<file path="src/rtl/gpio_bus_arbiter.sv">
// gpio_bus_arbiter: shares one W-bit bidirectional GPIO bus among N requesters.
// Each grant runs one single-beat transaction. Arbitration is round-robin.
// Turnaround cycles are inserted whenever the bus direction changes.
// Ports:
//   clk, reset_n        clock, asynchronous active-low reset
//   req/wr/wdata        per-requester request level, direction (1=write), write data
//   gnt/done            one-hot grant (selection..DONE), one-cycle completion pulse
//   rdata               data captured by the last completed read
//   gpio_in             pin values fed back from the top-level tristate
//   gpio_out/gpio_oe    pin drive value and per-pin output enable
//   gpio_stb/gpio_dir   strobe and direction seen by the external device
module gpio_bus_arbiter #(
    parameter int unsigned N       = 4,
    parameter int unsigned W       = 8,
    parameter int unsigned TURN    = 2,
    parameter int unsigned STB_CYC = 2
) (
    input  logic           clk,
    input  logic           reset_n,
    input  logic [N-1:0]   req,
    input  logic [N-1:0]   wr,
    input  logic [N*W-1:0] wdata,
    output logic [N-1:0]   gnt,
    output logic [N-1:0]   done,
    output logic [W-1:0]   rdata,
    input  logic [W-1:0]   gpio_in,
    output logic [W-1:0]   gpio_out,
    output logic [W-1:0]   gpio_oe,
    output logic           gpio_stb,
    output logic           gpio_dir
);

    localparam int unsigned IW = (N > 1) ? $clog2(N) : 1;
    localparam int unsigned CW = 3;

    typedef enum logic [1:0] {
        S_IDLE,
        S_TURN,
        S_XFER,
        S_DONE
    } state_t;

    state_t        state;
    logic [IW-1:0] rr_ptr;
    logic [IW-1:0] owner;
    logic          last_dir;
    logic          last_dir_valid;
    logic          cur_dir;
    logic [W-1:0]  cur_data;
    logic [CW-1:0] cnt;

    logic          win_found_c;
    logic [IW-1:0] win_idx_c;
    logic          win_wr_c;
    logic [W-1:0]  win_data_c;
    logic [IW:0]   sum_c;
    logic [IW-1:0] idx_c;

    // Round-robin pick: first set req bit at or above rr_ptr, wrapping modulo N.
    // Scanning from the far end down lets the closest candidate overwrite the rest.
    always_comb begin
        win_found_c = 1'b0;
        win_idx_c   = '0;
        sum_c       = '0;
        idx_c       = '0;
        for (int k = N - 1; k >= 0; k--) begin
            sum_c = {1'b0, rr_ptr} + (IW+1)'(k);
            if (sum_c >= (IW+1)'(N)) begin
                sum_c = sum_c - (IW+1)'(N);
            end
            idx_c = sum_c[IW-1:0];
            if (req[idx_c]) begin
                win_found_c = 1'b1;
                win_idx_c   = idx_c;
            end
        end
    end

    // Select the winner's direction and write data.
    always_comb begin
        win_wr_c   = 1'b0;
        win_data_c = '0;
        for (int i = 0; i < N; i++) begin
            if (win_idx_c == IW'(i)) begin
                win_wr_c   = wr[i];
                win_data_c = wdata[i*W +: W];
            end
        end
    end

    // Transaction FSM; every output is a register.
    always_ff @(posedge clk or negedge reset_n) begin
        if (!reset_n) begin
            state          <= S_IDLE;
            rr_ptr         <= '0;
            owner          <= '0;
            last_dir       <= 1'b0;
            last_dir_valid <= 1'b0;
            cur_dir        <= 1'b0;
            cur_data       <= '0;
            cnt            <= '0;
            gnt            <= '0;
            done           <= '0;
            rdata          <= '0;
            gpio_out       <= '0;
            gpio_oe        <= '0;
            gpio_stb       <= 1'b0;
            gpio_dir       <= 1'b0;
        end else begin
            done <= '0;
            case (state)
                S_IDLE: begin
                    gnt      <= '0;
                    gpio_oe  <= '0;
                    gpio_stb <= 1'b0;
                    if (win_found_c) begin
                        owner    <= win_idx_c;
                        cur_dir  <= win_wr_c;
                        cur_data <= win_data_c;
                        gnt      <= N'(1) << win_idx_c;
                        gpio_dir <= win_wr_c;
                        // Unknown or changed direction: release the bus first.
                        if (!last_dir_valid || (win_wr_c != last_dir)) begin
                            state <= S_TURN;
                            cnt   <= CW'(TURN);
                        end else begin
                            state    <= S_XFER;
                            cnt      <= CW'(STB_CYC);
                            gpio_stb <= 1'b1;
                            gpio_oe  <= {W{win_wr_c}};
                            if (win_wr_c) begin
                                gpio_out <= win_data_c;
                            end
                        end
                    end
                end
                S_TURN: begin
                    if (cnt == CW'(1)) begin
                        state    <= S_XFER;
                        cnt      <= CW'(STB_CYC);
                        gpio_stb <= 1'b1;
                        gpio_oe  <= {W{cur_dir}};
                        if (cur_dir) begin
                            gpio_out <= cur_data;
                        end
                    end else begin
                        cnt <= cnt - CW'(1);
                    end
                end
                S_XFER: begin
                    if (cnt == CW'(1)) begin
                        state    <= S_DONE;
                        gpio_stb <= 1'b0;
                        done     <= gnt;
                        if (!cur_dir) begin
                            rdata <= gpio_in;
                        end
                    end else begin
                        cnt <= cnt - CW'(1);
                    end
                end
                S_DONE: begin
                    // Write data stays driven through DONE for hold time.
                    state          <= S_IDLE;
                    gnt            <= '0;
                    gpio_oe        <= '0;
                    last_dir       <= cur_dir;
                    last_dir_valid <= 1'b1;
                    rr_ptr         <= (owner == IW'(N - 1)) ? '0 : owner + IW'(1);
                end
                default: begin
                    state <= S_IDLE;
                end
            endcase
        end
    end

endmodule

</file>
<file path="config.mk">
export PLATFORM = sky130hd
export DESIGN_NAME = gpio_bus_arbiter
export DESIGN_NICKNAME = d
export VERILOG_FILES = /design/src/rtl/gpio_bus_arbiter.sv
export SDC_FILE = /design/constraint.sdc
export NUM_CORES = 1
export LEC_CHECK = 0
export ABC_AREA = 1
export CAP_MARGIN = 30
export CORE_MARGIN = 10
export CORE_UTILIZATION = 47
export DETAILED_ROUTE_END_ITERATION = 8
export PLACE_DENSITY = 0.81
export SLEW_MARGIN = 20
export SYNTH_ARGS = -nofsm -noshare
export SYNTH_HDL_FRONTEND = slang
export SYNTH_SLANG_ARGS = --single-unit
</file>
<file path="constraint.sdc">
create_clock -name clk -period 2.8 [get_ports clk]
set_input_delay 0.56 -clock clk [delete_from_list [all_inputs] [get_ports clk]]
set_output_delay 0.56 -clock clk [all_outputs]
set_load 0.01 [all_outputs]
</file>
; Yosys cells after proc, flatten, opt, wreduce, memory -nomap -nowiden
; Index checks and enable logic that the tools add are counted.
[totals]
regBits = 53
input_bits = 50
output_inout_bits = 34
wordCells = 121
[op_classes]
n_addsub = 9
n_lt_le_gt_ge = 8
n_eq_ne = 16
shifts = 1
mux = 57
n_bitwise = 1
n_reduce_logical = 15
[ops]
columns = cell, n
row1 = $mux W8, 12
row2 = $mux W2, 13
row3 = $pmux W8 S3, 1
row4 = $mux W1, 16
row5 = $pmux W8 S2, 1
row6 = $ne A2 B2 Y1 const B, 7
row7 = $lt A2 B3 Y1 const B, 4
row8 = $mux W4, 3
row9 = $reduce_and A3 Y1, 4
row10 = $eq A2 B2 Y1 const B, 5
row11 = $ge A3 B3 Y1 const B, 3
row12 = $mux W3, 3
row13 = $pmux W3 S3, 1
row14 = $bmux W1 S2, 4
row15 = $pmux W2 S4, 1
row16 = $pmux W4 S2, 1
row17 = $sub A2 B1 Y2 const B, 4
row18 = $add A2 B2 Y3 const B, 2
row19 = $reduce_and A6 Y1, 1
row20 = $reduce_bool A3 Y1, 2
row21 = $eq A2 B1 Y1 const B, 2
row22 = $logic_not A2 Y1, 2
row23 = $reduce_and A2 Y1, 2
row24 = $reduce_bool A2 Y1, 2
row25 = 11 further kinds, 11

; Depth between registers and ports, before layout
; Gate-level depths: netlist of the first run.
[logic_depth]
word_depth = 19
mapped_depth = 19
mapped_depth_nobuf = 18

; Worst setup path before layout of the first run
; OpenSTA, ideal clock, no wires.
[synth_path]
path_type = in2reg
from = input req[1]
to = register gpio_out[0]
setup_time_ps = 117
arrival_ps = 1883
required_time_ps = 2683
path_slack_ps = 801
path_stages = 17
n_path_buf = 1
cell_sequence = inv_1 -> nand2_1 -> nand3_1 -> nand2_1 -> nand3_2 -> nand2_2 -> nand2_2 -> nand2_8 -> nor2_8 -> nand2_1 -> nand2_2 -> nand2_1 -> nand3_1 -> nand2_2 -> buf_6 -> nand3_1 -> nand2_1
[synth_via]
elab_chain_len = 15
word_cells_on_any_way = 38
classes_between = eq/ne (7) / mux (28) / reduce/logical (3)
[synth_lines]
columns = element, line
row1 = "start, declared", 20  ; input logic [N-1:0] req,
row2 = $bmux W1 S2, 72  ; if (req[idx_c]) begin
row3 = $mux W1 (not written as such), 72
row4 = $mux W2 (4 in series), 72
row5 = $logic_not A2 Y1, 84  ; if (win_idx_c == IW'(i)) begin
row6 = $mux W8 / $mux W1 (equally long branches) (4 in series), 84
row7 = $mux W8 / $ne A1 B1 Y1 (equally long branches), "131, 123"
row8 = $mux W8 / $logic_or A1 B1 Y1 (equally long branches), 123  ; if (!last_dir_valid || (win_wr_c != last_dir)) begin
row9 = $mux W8 / $ne A2 B2 Y1 (equally long branches), -
row10 = $pmux W8 S2 / $reduce_and A6 Y1 (equally long branches), -
row11 = "end signal, assigned", 132  ; gpio_out <= win_data_c;
row12 = "end signal, assigned", 144  ; gpio_out <= cur_data;
row13 = "end, declared", 27  ; output logic [W-1:0] gpio_out,
; Parallel ways exist; a longest one is shown, timed or not. The select of a mux whose other input is x is not followed.
; A chain may end at the register's enable or synchronous reset.

; Final worst setup path of the first run
[layout_path]
from = input req[3]
to = register gpio_out[3]
; Same word-level chain as after synthesis.

==> qor.csv, run 1 <==
stage,metric,value,unit
run_status,outcome,completed,
placement,dp_hpwl,5733,microns
detailed_routing,wl_per_cell,14.47,microns
timing,period_share,0.9094,
placement,gp_congestion,0.8919,
global_routing,overflow,0,
synth,syn_area_per_cell,7.957,sq um
critical_path,crit_fanout,11,
finish,antenna_cells,0,
power,leakage,1.732,nW
timing,maxSlewHeadroom,0.6026,
clock_tree,clk_pin_slew,0.09,ns
clock_tree,htreeDepth,2,
clock_tree,postCtsSetupBuffers,0,
power,max-vdd-ir-drop,0.6695,mV
timing,fin_crit,2.546,ns
clock_tree,clk_latency,0.30,ns
floorplanning,row_count,27,
clock_tree,clock_sink_count,46,
critical_path,slowest_delay,0.48,ns
synth,async_flop_share,1.000,
clock_tree,cts_tree,done,
detailed_routing,ant_nets,0,
flow_run,cap_violations,0,
synth,synthFlopType,dfrtp_1,
detailed_routing,vias,2489,
global_routing,grt_pass1_wl,11590,microns
clock_tree,clockBufferDepth,2,
global_routing,antenna_found_initial,0,
critical_path,startpoint_type,input port,
synth,netlist_instances,334,
critical_path,cp_data_required_time,3.00,ns
timing,skew,0.009988,ns
floorplanning,start_util,0.4826,
critical_path,path_common_cell,nand2_2,
timing,drv_slew,0,
critical_path,cpMaxStageDelayCell,clkdlybuf4s50_1,
timing,setup_viol,0,
detailed_routing,drt_iter0_drc,168,
floorplanning,ioPinCount,84,
critical_path,end_kind,flop,
synth,syn_area,2658,sq um
finish,final_cells,488,
finish,drive_above_1_share,0.1106,
floorplanning,dieArea,9062,sq um
synth,synth-seq-cells,46,
floorplanning,fp.dieW,95.20,microns
placement,dp_worst_setup_slack,-0.1011,ns
floorplanning,coreArea,5507,sq um
detailed_routing,remaining_drc_errors,0,
finish,syn_to_final_growth,36.58,%
synth,synth_edf_count,0,
placement,portBuffers,83,
detailed_routing,viasPerCell,5.100,
timing,hold_violations,0,
timing,max_freq,392.7,MHz
detailed_routing,detail_route.first_pass.iterations,4,
power,power.density_cell_area,1230,nW/um^2
finish,nNetsFinal,473,
finish,post-route-util,0.6592,
detailed_routing,wl,7063,microns
placement,dpl-instance-area,3530,sq um
clock_tree,cts_buffers,5,
global_routing,grtUsageTotal,0.1572,
clock_tree,root_buffer,clkbuf_8,
synth,ys_warn_count,0,
placement,dp_cells,480,
min_path,hold_class,in -> async,
finish,design_area,3630,sq um
timing,layout_setup_ws,0.2536,ns
synth,syn_nets,392,
critical_path,crit_chain,"clkdlybuf4s50_1, inv_1, o21ai_1, nand2_1, nand3_2, nand2_2, nand2_2, nand2_8, inv_2, nand2_2, nand3_2, nand2_2, nand2_1, nand3_1, nand2_4, nand2_2, nand2_1, nand2_1",
global_routing,grt_max_degree,26,
critical_path,path_class,in -> reg,
timing,max_slew.worst_pin.slew,0.5962,ns
synth,ys_types,31,
global_routing,grt_pass1_vias,2488,
floorplanning,die_h,95.20,microns
critical_path,worstPathArrival,2.75,ns
power,power,4.466,mW
timing,rsz0062_at_grt,false,
synth,ys_seq_area_frac,0.4331,
## area by class of cell
class / instances / area, sq um
multi-input combinational: 228 / 1242
clock inverter: 2 / 12.51
fill: 455 / 1877
inverter: 48 / 182.7
clock buffer: 6 / 82.58
sequential: 46 / 1151
timing repair buffer: 86 / 868.3
tap: 72 / 90.09
## layout by cell type, fill, tap and decap left out, types with 8 or more instances in the layout
| cell type | instances |
|---|---|
| nand2_1 | 105 |
| clkdlybuf4s50_1 | 82 |
| dfrtp_1 | 46 |
| inv_1 | 43 |
| o21ai_0 | 26 |
| nand3_1 | 20 |
| nor2_1 | 9 |
| nand4_1 | 9 |
| mux2_2 | 8 |
| ha_1 | 8 |
## routing by layer
metal / track usage / share of wire / vias up
met4: 0.04364 / 0.015 / 0
met1: 0.1757 / 0.39 / 1154
met2: 0.2716 / 0.48 / 103
met3: 0.06206 / 0.11 / 9
li1: - / - / 1223
met5: 0 / 0 / -
## logic make-up (layout without fill, tap and decap cells)
| kind of cell | Yosys count | after routing | synth area share |
|---|---|---|---|
| and+or+nand+nor | 164 | 164 | 0.2895 |
| xor gates and xnor gates | 2 | 2 | 0.006593 |
| DFF | 46 | 46 | 0.4331 |
| buffers and inverters | 60 | 142 | 0.1012 |
| adders and majority gates | 8 | 8 | 0.03767 |
| muxes | 8 | 8 | 0.03390 |
| AOI/OAI and AO/OA | 46 | 46 | 0.09792 |
## state kept, by name, summed over array words and instances (netlist names), 2 cells and up
name / flops
done: 4
cur_data: 8
state: 2
rr_ptr: 2
cnt: 3
gnt: 4
gpio_out: 8
owner: 2
rdata: 8
## path summary, 6_finish.rpt
check                                 start          end  slack [ns]  cells past startpoint
worst min register to register  gpio_out[4]  gpio_out[4]        0.47                      2
worst min-delay path                reset_n     rdata[6]        0.25                      1
worst max register to register    rr_ptr[0]  gpio_out[3]        0.41                     17
worst max-delay path                 req[3]  gpio_out[3]        0.25                     18
min in group clk                gpio_out[4]  gpio_out[4]        0.47                      2
max in group asynchronous           reset_n  cur_data[1]        2.03                      2
## power breakdown
group | internal, mW | switching [mW]
Combinational | 1.15 | 1.77
Sequential | 0.947 | 0.175
Clock | 0.199 | 0.227
## timing repair
action	in CTS	in global routing
endpoints found under the setup margin	0	5
gates resized for setup	0	1
hold buffers	0	0
## synthesized netlist by cell type (3+ instances only)
library cell | count | area [sq um]
nand3_2 | 4 | 40.04
nand4_1 | 9 | 56.30
mux2_2 | 8 | 90.09
o22ai_1 | 3 | 18.77
inv_2 | 4 | 15.01
o21ai_0 | 26 | 130.1
buf_4 | 7 | 52.55
ha_1 | 8 | 100.1
dfrtp_1 | 46 | 1151
nor2_1 | 9 | 33.78
o21ai_1 | 5 | 25.02
nand3_1 | 20 | 100.1
nor2_2 | 3 | 18.77
nand2_1 | 105 | 394.1
clkbuf_1 | 3 | 11.26
a21oi_1 | 3 | 15.01
o211ai_1 | 3 | 22.52
nand2_2 | 7 | 43.79
inv_1 | 43 | 161.4
## stage by stage
stage                     setup TNS (ns)  hold WS (ns)
after floorplan                        0        0.2644
final                                  0        0.2520
after detailed placement         -0.7495        0.4581
after CTS                              0        0.2717
after global placement                 0        0.4582
after global routing                   0        0.2857
## worst max-delay path: cells and delay by family
| family | cells | cell delay (ns) |
|---|---|---|
| AOI/OAI and AO/OA | 1 | 0.16 |
| buffers and inverters | 3 | 0.63 |
| and+or+nand+nor | 14 | 1.41 |
Note: power is estimated with default switching activity, not from simulation.
==> run 2, diff against run 1 <==
Settings changed: CORE_UTILIZATION 47 to 48, CTS_BUF_LIST from default to sky130_fd_sc_hd__clkbuf_8, PLACE_DENSITY 0.81 to 0.82.
==> run 2 against run 1 <==
Compared with the run above:
- first-iteration DRC count increased by 14%
- clock power increased by 16%
- flip-flop and latch count is the same
- register-to-register slack about the same
- non-clock buffer count unchanged
- worst setup slack worse by 0.015 ns
- clock-buffer cell count shrank 1
- die area decreased by 1.6%
- sequential share of layout area decreased by 0.13 points
- final area rose by 0.41%
- critical path type unchanged
- highest routed layer unchanged
==> qor.csv, run 2 (synthesis results as in run 1) <==
stage,metric,value,unit
run_status,outcome,completed,
global_routing,antenna_found_initial,0,
detailed_routing,viasPerCell,4.986,
power,power,4.524,mW
timing,layout_setup_ws,0.2390,ns
finish,fillers,452,
finish,top_regs,"cur_data (8), gpio_out (8), rdata (8)",
power,max-vdd-ir-drop,0.5380,mV
clock_tree,cts_tree,done,
min_path,hold_class,in -> async,
timing,skew,0.01126,ns
floorplanning,row_count,27,
global_routing,grt_pass1_wl,11580,microns
floorplanning,coreArea,5439,sq um
clock_tree,clock_sink_count,46,
clock_tree,postCtsSetupBuffers,0,
detailed_routing,ant_nets,0,
critical_path,end_kind,flop,
clock_tree,postCtsHoldBufs,0,
finish,syn_to_final_growth,37.15,%
global_routing,grt_pass1_vias,2543,
timing,drv_slew,0,
timing,setup_viol,0,
floorplanning,fp.dieW,94.41,microns
global_routing,grtUsageTotal,0.1610,
detailed_routing,detail_route.first_pass.iterations,4,
power,pwr-share-clk,0.109,
critical_path,cp_data_required_time,3.00,ns
placement,gp_congestion,0.8878,
critical_path,startpoint_type,input port,
timing,max_freq,390.5,MHz
critical_path,crit_fanout,11,
clock_tree,cts_buffers,5,
detailed_routing,remaining_drc_errors,0,
power,p_comb_frac,0.641,
power,intPower,2.361,mW
placement,dp_worst_setup_slack,-0.1204,ns
finish,antenna_cells,0,
timing,rsz0062_at_grt,false,
global_routing,grt_max_degree,26,
finish,nNetsFinal,473,
power,p_sw,2.163,mW
floorplanning,start_util,0.4886,
timing,max_slew.worst_pin.slew,0.5738,ns
finish,layout_common_cells,"nand2_1 (105), clkdlybuf4s50_1 (82), dfrtp_1 (46), inv_1 (44), o21ai_0 (26)",
clock_tree,clk_pin_slew,0.09,ns
clock_tree,htreeDepth,2,
timing,maxSlewHeadroom,0.6175,
critical_path,slowest_delay,0.47,ns
critical_path,cp_num_buf_inv,3,
power,sw_frac_of_total,0.4781,
flow_run,cap_violations,0,
power,seqPwrFrac,0.250,
critical_path,path_class,in -> reg,
clock_tree,clockBufferDepth,2,
power,power.density_cell_area,1241,nW/um^2
critical_path,crit_chain,"clkdlybuf4s50_1, inv_1, o21ai_1, nand2_1, nand2_1, inv_1, nand2_1, nand2_2, nand2_4, nand3_1, nand3_2, nand2_2, nand2_1, nand3_1, nand2_4, nand2_2, nand2_1, nand2_1",
timing,fin_tns_setup,0,ns
floorplanning,ioPinCount,84,
global_routing,overflow,0,
critical_path,cpMaxStageDelayCell,clkdlybuf4s50_1,
detailed_routing,drt_iter0_drc,191,
timing,period_share,0.9146,
critical_path,worstPathArrival,2.76,ns
critical_path,reg2reg_setup_slack,0.41,ns
detailed_routing,wl,7050,microns
placement,dp_hpwl,5719,microns
placement,dpl-instance-area,3530,sq um
placement,portBuffers,83,
clock_tree,clk_latency,0.31,ns
detailed_routing,wl_per_cell,14.45,microns
timing,fin_crit,2.561,ns
finish,layout_commonest_cell,nand2_1,
power,leakage,1.741,nW
finish,post-route-util,0.6701,
floorplanning,dieArea,8913,sq um
finish,design_area,3645,sq um
critical_path,crit_family,simple AND/OR/NAND/NOR gates,
timing,hold_violations,0,
detailed_routing,vias,2433,
finish,drive_above_1_share,0.1082,
floorplanning,die_h,94.41,microns
clock_tree,root_buffer,clkbuf_8,
critical_path,path_common_cell,nand2_1,
==> run 2: cell types whose count changed in the layout (fill, tap and decap cells not counted), sizes merged <==
cell / change
clkinv: -1
bufinv: +1
inv: +1
clkbuf: -1
==> run 2: cell type report <==
cell class                 instances  area [sq um]  area share
tap                               72         90.09     0.02472
multi-input combinational        228          1242      0.3409
timing repair buffer              86         868.3      0.2382
sequential                        46          1151      0.3158
clock buffer                       5         68.82     0.01888
clock inverter                     3         41.29     0.01133
inverter                          48         182.7     0.05012
==> run 2: through the flow <==
| stage | hold slack, ns | std cells |
|---|---|---|
| global placement | 0.4590 | 479 |
| global route | 0.2721 | 488 |
| floorplan | 0.2644 | 334 |
| detailed placement | 0.4619 | 480 |
| finish | 0.2376 | 488 |
| CTS | 0.2605 | 488 |
==> run 2: worst reg2reg max path, cell delays in order, from the launching register on <==
cell and delay, ns:
dfrtp_1 0.57, nand2_1 0.09, o21ai_1 0.13, nand2_1 0.13
nand2_1 0.10, inv_1 0.05, nand2_1 0.07, nand2_2 0.06
nand2_4 0.13, nand3_1 0.11, nand3_2 0.11, nand2_2 0.09
nand2_1 0.09, nand3_1 0.11, nand2_4 0.16, nand2_2 0.14
nand2_1 0.09, nand2_1 0.05
==> run 2: per-layer routing <==
layer  global-route usage  vias up  part of all wire
met1               0.1774     1101              0.40
met3              0.05472       16             0.085
li1                     -     1227                 -
met5                    0        -                 0
met4              0.06582        0             0.023
met2               0.2775       89              0.49
==> run 2: final timing paths <==
check,start,endpoint,depth (start not counted)
worst min-delay path,reset_n,rdata[3],1
min in group clk,gpio_out[6],gpio_out[6],2
max in group asynchronous,reset_n,gnt[1],2
worst max-delay path,req[1],gpio_out[5],18
worst min register to register,gpio_out[6],gpio_out[6],2
worst max register to register,rr_ptr[0],gpio_out[5],17
==> run 2: what timing repair did <==
item | in CTS | in global routing
gates resized for setup | 0 | 1
endpoints found under the setup margin | 0 | 1
hold endpoints to repair | 0 | 0
==> run 2: power by group through the flow <==
stage / Combinational [mW] / Sequential, mW / Clock, mW
floorplan: 1.99 / 1.16 / 0
global placement: 2.81 / 1.13 / 0
detailed placement: 2.87 / 1.14 / 0
CTS: 2.90 / 1.13 / 0.497
global route: 3.25 / 1.17 / 0.533
finish: 2.90 / 1.13 / 0.493
==> RTL change 1: new RTL, settings of run 2 <==
The parameter `W` goes from 8 to 10.
--- a/src/rtl/gpio_bus_arbiter.sv
+++ b/src/rtl/gpio_bus_arbiter.sv
@@ -11,7 +11,7 @@
 //   gpio_stb/gpio_dir   strobe and direction seen by the external device
 module gpio_bus_arbiter #(
     parameter int unsigned N       = 4,
-    parameter int unsigned W       = 8,
+    parameter int unsigned W       = 10,
     parameter int unsigned TURN    = 2,
     parameter int unsigned STB_CYC = 2
 ) (
Ports: changed (5 resized); port bits go from 84 to 100. No check against the original RTL was run, so the function may have changed too.
==> RTL change 1 against run 2 <==
- routed wire length increased by 20%
- final area up 12%
- total power grew 11%
- critical path depth down 2
- cell count increased by 12%
- synthesized area increased by 11%
- worst setup slack better by 0.21 ns
- first-iteration DRC count is 3.7% higher
- sequential cell count up 6
- synthesized cell count up 12%
- die area is 8.9% higher
- critical endpoint unchanged
==> RTL change 1: results (changes against run 2) <==
[outcome]
status=complete, no violations

[placed_design]
port_buffers=99  ; +19%
place_congestion=0.8380  ; -5.6%
hpwl_microns=6649  ; +16%
placed_cell_area_sq_mm=0.003979  ; +13%

[global_route]
grt_pass1_wl_microns=13990  ; +21%
track_usage=0.1706  ; +0.009681
antenna_found_initial=0  ; unchanged
grt_pass1_vias=2897  ; +14%
grt_max_degree=53  ; +100%

[clocking]
clk_path_buf_depth=2  ; unchanged
cts_buffers=5  ; unchanged
h-tree-depth=2  ; unchanged
clk_latency_ns=0.31  ; about the same
clk_pin_slew_ns=0.10
cts_resized=0  ; unchanged
post_cts_buffers=0  ; unchanged
root_buffer=clkbuf_8

[detailed_routing]
drtIter0Drc=198  ; +3.7%
routed_via_density=5.231  ; +4.9%
detail_route.wl_per_cell_microns=15.46  ; +7.0%
firstDrtPassIters=4  ; unchanged

[synth]
synth_edf_count=0  ; unchanged
seq_area_frac_synth=0.4396  ; +0.006415
synth.distinct_cells=32  ; +3.2%
synth_fp_nets=443  ; +13%
synth_flop_cell=dfrtp_1
synthArstFlopShare=1.000  ; unchanged
synth_top_area_frac=0.4396  ; +0.006415
synth_area_leaders=dfrtp_1 44%, nand2_1 14%, nand3_1 6.3%
synth_commonest_cells=114 x nand2_1, 52 x dfrtp_1, 39 x inv_1
yosysWarningCount=0  ; unchanged

[critical_path]
critPathMaxStageDelay_ns=0.47  ; about the same
rr_worst_depth=15  ; -2
path_delay_family=simple AND/OR/NAND/NOR gates
arrival_ns=2.61  ; -0.15 ns
crit_fanout=20  ; +9
slowest_stage=clkdlybuf4s50_1

[sta]
drv_slew=0  ; unchanged
tightest_slew_ns=0.6505  ; +0.07666 ns
fin_skew_ns=0.005216  ; -0.006043 ns

[finish]
reg_top3=cur_data (10), gpio_out (10), rdata (10)
drive_gt1_frac=0.1000  ; -0.008173
final_nets=538  ; +14%
antenna_cells=0  ; unchanged

[power]
ir_drop_mv=0.6091  ; +13%
cellLeakagePower_nw=1.902  ; +9.2%

[hold_path]
min-delay-path-class=in -> async

-- RTL change 1: through the flow --
stage	instances	setup slack, ns
after floorplan	374	0.8802
after global placement	537	0.1550
after detailed placement	537	0.1238
after CTS	545	0.4486
after global routing	545	0.1986
final	545	0.4450
-- RTL change 1: per-layer routing --
layer	track usage	share of wire
met1	0.2199	0.44
met4	0.04079	0.020
met2	0.2673	0.45
met3	0.06075	0.090
met5	0	0
-- RTL change 1: path summary, 6_finish.rpt --
| path | start | end | slack, ns |
|---|---|---|---|
| worst min register to register | gpio_out[4]$_DFFE_PN0P_ | gpio_out[4]$_DFFE_PN0P_ | 0.49 |
| max in group asynchronous | reset_n | cnt[1]$_DFFE_PN0P_ | 2.01 |
| worst max-delay path | req[1] | gpio_out[5]$_DFFE_PN0P_ | 0.44 |
| min in group clk | gpio_out[4]$_DFFE_PN0P_ | gpio_out[4]$_DFFE_PN0P_ | 0.49 |
| worst max register to register | rr_ptr[0]$_DFFE_PN0P_ | gpio_out[5]$_DFFE_PN0P_ | 0.54 |
| worst min-delay path | reset_n | cur_data[9]$_DFFE_PN0P_ | 0.35 |
-- RTL change 1: cells by family after synthesis --
| family | count (synthesis) | synth area share |
|---|---|---|
| AOI/OAI and AO/OA | 48 | 0.08918 |
| xor gates and xnor gates | 1 | 0.002959 |
| adders and majority gates | 9 | 0.03804 |
| buffers and inverters | 62 | 0.09890 |
| DFF | 52 | 0.4396 |
| muxes | 10 | 0.03804 |
| and+or+nand+nor | 192 | 0.2933 |
-- RTL change 1: area by class of cell --
class | count | area [sq um]
Fill cell | 481 | 1888
Multi-Input combinational cell | 260 | 1366
Sequential cell | 52 | 1301
Timing Repair Buffer | 109 | 1061
Inverter | 41 | 156.4
Tap cell | 75 | 93.84
Clock buffer | 5 | 68.82
Clock inverter | 3 | 20.02
-- RTL change 1: where the power goes --
| part | internal (W) | total, W | switching [W] |
|---|---|---|---|
| Combinational | 0.00134 | 0.00328 | 0.00195 |
| Sequential | 0.00108 | 0.00128 | 0.000206 |
| Clock | 0.000175 | 0.000434 | 0.000259 |
==> RTL change 2: new RTL, settings of run 2 <==
Without the edit above. The 4 states of `state_t` get a Gray code encoding in 2 bits.
--- a/src/rtl/gpio_bus_arbiter.sv
+++ b/src/rtl/gpio_bus_arbiter.sv
@@ -34,10 +34,10 @@
     localparam int unsigned CW = 3;
 
     typedef enum logic [1:0] {
-        S_IDLE,
-        S_TURN,
-        S_XFER,
-        S_DONE
+        S_IDLE = 2'b00,
+        S_TURN = 2'b01,
+        S_XFER = 2'b11,
+        S_DONE = 2'b10
     } state_t;
 
     state_t        state;
Behaviour: no difference found for any inputs over 10 cycles, from zero or initial values and one cycle with reset_n low; not proved beyond that.
==> RTL change 2 against run 2 <==
- final area is essentially flat
- worst setup slack better by 0.096 ns
- hold slack got worse by 0.065 ns
- synthesized area increased by 0.19%
- global-route usage down 0.27 points
- maximum frequency up 3.9%
- sequential cell count unchanged
- sequential share of layout area about the same
- highest routed layer unchanged
- total power hardly changed
- routed wire length decreased by 1.5%
==> RTL change 2: results (changes against run 2) <==
[outcome]
status=complete, no violations

[power]
ir_drop_mv=0.6505  ; +21%
power.share.switching=0.4774  ; -0.0006897
cellLeakagePower_nw=1.738  ; -0.17%
p_comb_w=0.00294  ; +1%
clkPwrFrac=0.093  ; -0.016
comb_power_share=0.650  ; +0.009

[finish]
nFillCells=457  ; +1.1%
final_nets=469  ; -0.85%
drive_gt1_frac=0.1262  ; +0.01804

[critical_path]
arrival_ns=2.70  ; -0.06 ns
crit_fanout=8  ; -3
r2r-start=rr_ptr[0]$_DFFE_PN0P_
reg2reg_slack_ns=0.39  ; -0.02 ns
cp-endpoint=gpio_out[6]$_DFFE_PN0P_
reg2reg_to=gpio_out[6]$_DFFE_PN0P_
critPathLaunch=req[2]
slowest_stage=clkdlybuf4s50_1
rr_worst_depth=19  ; +2
path_delay_family=simple AND/OR/NAND/NOR gates

[detailed_routing]
routed_via_density=5.002  ; +0.33%
firstDrtPassIters=4  ; unchanged
drtIter0Drc=213  ; +12%
ant_nets=0  ; unchanged
drt-total-wl_microns=6943  ; -1.5%
vias=2421  ; -0.49%

[synth]
synth_area_leaders=dfrtp_1 43%, nand2_1 16%, inv_1 4.7%
seq_area_frac_synth=0.4323  ; -0.0008142
synth_flop_cell=dfrtp_1
synth.distinct_cells=33  ; +6.5%
syn_avg_cell_area_sq_um=8.118  ; +2.0%
synthArstFlopShare=1.000  ; unchanged
yosysWarningCount=0  ; unchanged
synth_fp_nets=386  ; -1.5%
synth_commonest_cells=114 x nand2_1, 46 x dfrtp_1, 33 x inv_1

[placed_design]
dpl.cell_count=476  ; -0.83%
hpwl_microns=5571  ; -2.6%
placed_cell_area_sq_mm=0.003548  ; +0.53%
place_congestion=0.8582  ; -3.3%
port_buffers=83  ; unchanged
dp_slack_ns=0.02983  ; +0.1503 ns

[clocking]
cts_resized=0  ; unchanged
h-tree-depth=2  ; unchanged
cts_buffers=5  ; unchanged
root_buffer=clkbuf_8
post_cts_buffers=0  ; unchanged
clk_path_buf_depth=2  ; unchanged
clk_latency_ns=0.30

[sta]
fmax_ghz=0.4057  ; +3.9%
fin_skew_ns=0.004760  ; -0.006499 ns
tightest_slew_ns=0.4452  ; -0.1286 ns
whs_ns=0.1726  ; -0.06504 ns

[global_route]
antenna_found_initial=0  ; unchanged
grt_max_degree=30  ; +15%
grt_pass1_vias=2483  ; -2.4%
grt_pass1_wl_microns=11560  ; -0.18%
track_usage=0.1582  ; -0.002724

[hold_path]
min-delay-path-class=in -> async

==> RTL change 2: layout make-up <==
type	count	area (sq um)	area share
well taps	72	90.09	0.02473
repair buffers	90	890.9	0.2446
clock inverters	3	25.02	0.006870
clock buffers	5	68.82	0.01889
inverters	37	151.4	0.04157
multi-input cells	231	1265	0.3473
flip-flops and latches	46	1151	0.3160
==> RTL change 2: logic make-up (layout without fill, tap and decap cells) <==
group / Yosys count / after routing / share of synthesized area
and+or+nand+nor: 172 / 172 / 0.2970
buffers and inverters: 51 / 135 / 0.09257
DFF: 46 / 46 / 0.4323
AOI/OAI and AO/OA: 36 / 36 / 0.08036
muxes: 15 / 15 / 0.06015
adders and majority gates: 8 / 8 / 0.03760
==> RTL change 2: per-layer routing <==
layer | global-route usage | vias to the layer above | share of wire
li1 | - | 1216 | -
met1 | 0.1909 | 1117 | 0.42
met2 | 0.2780 | 78 | 0.51
met3 | 0.03013 | 10 | 0.059
met4 | 0.04863 | 0 | 0.016
met5 | 0 | - | 0
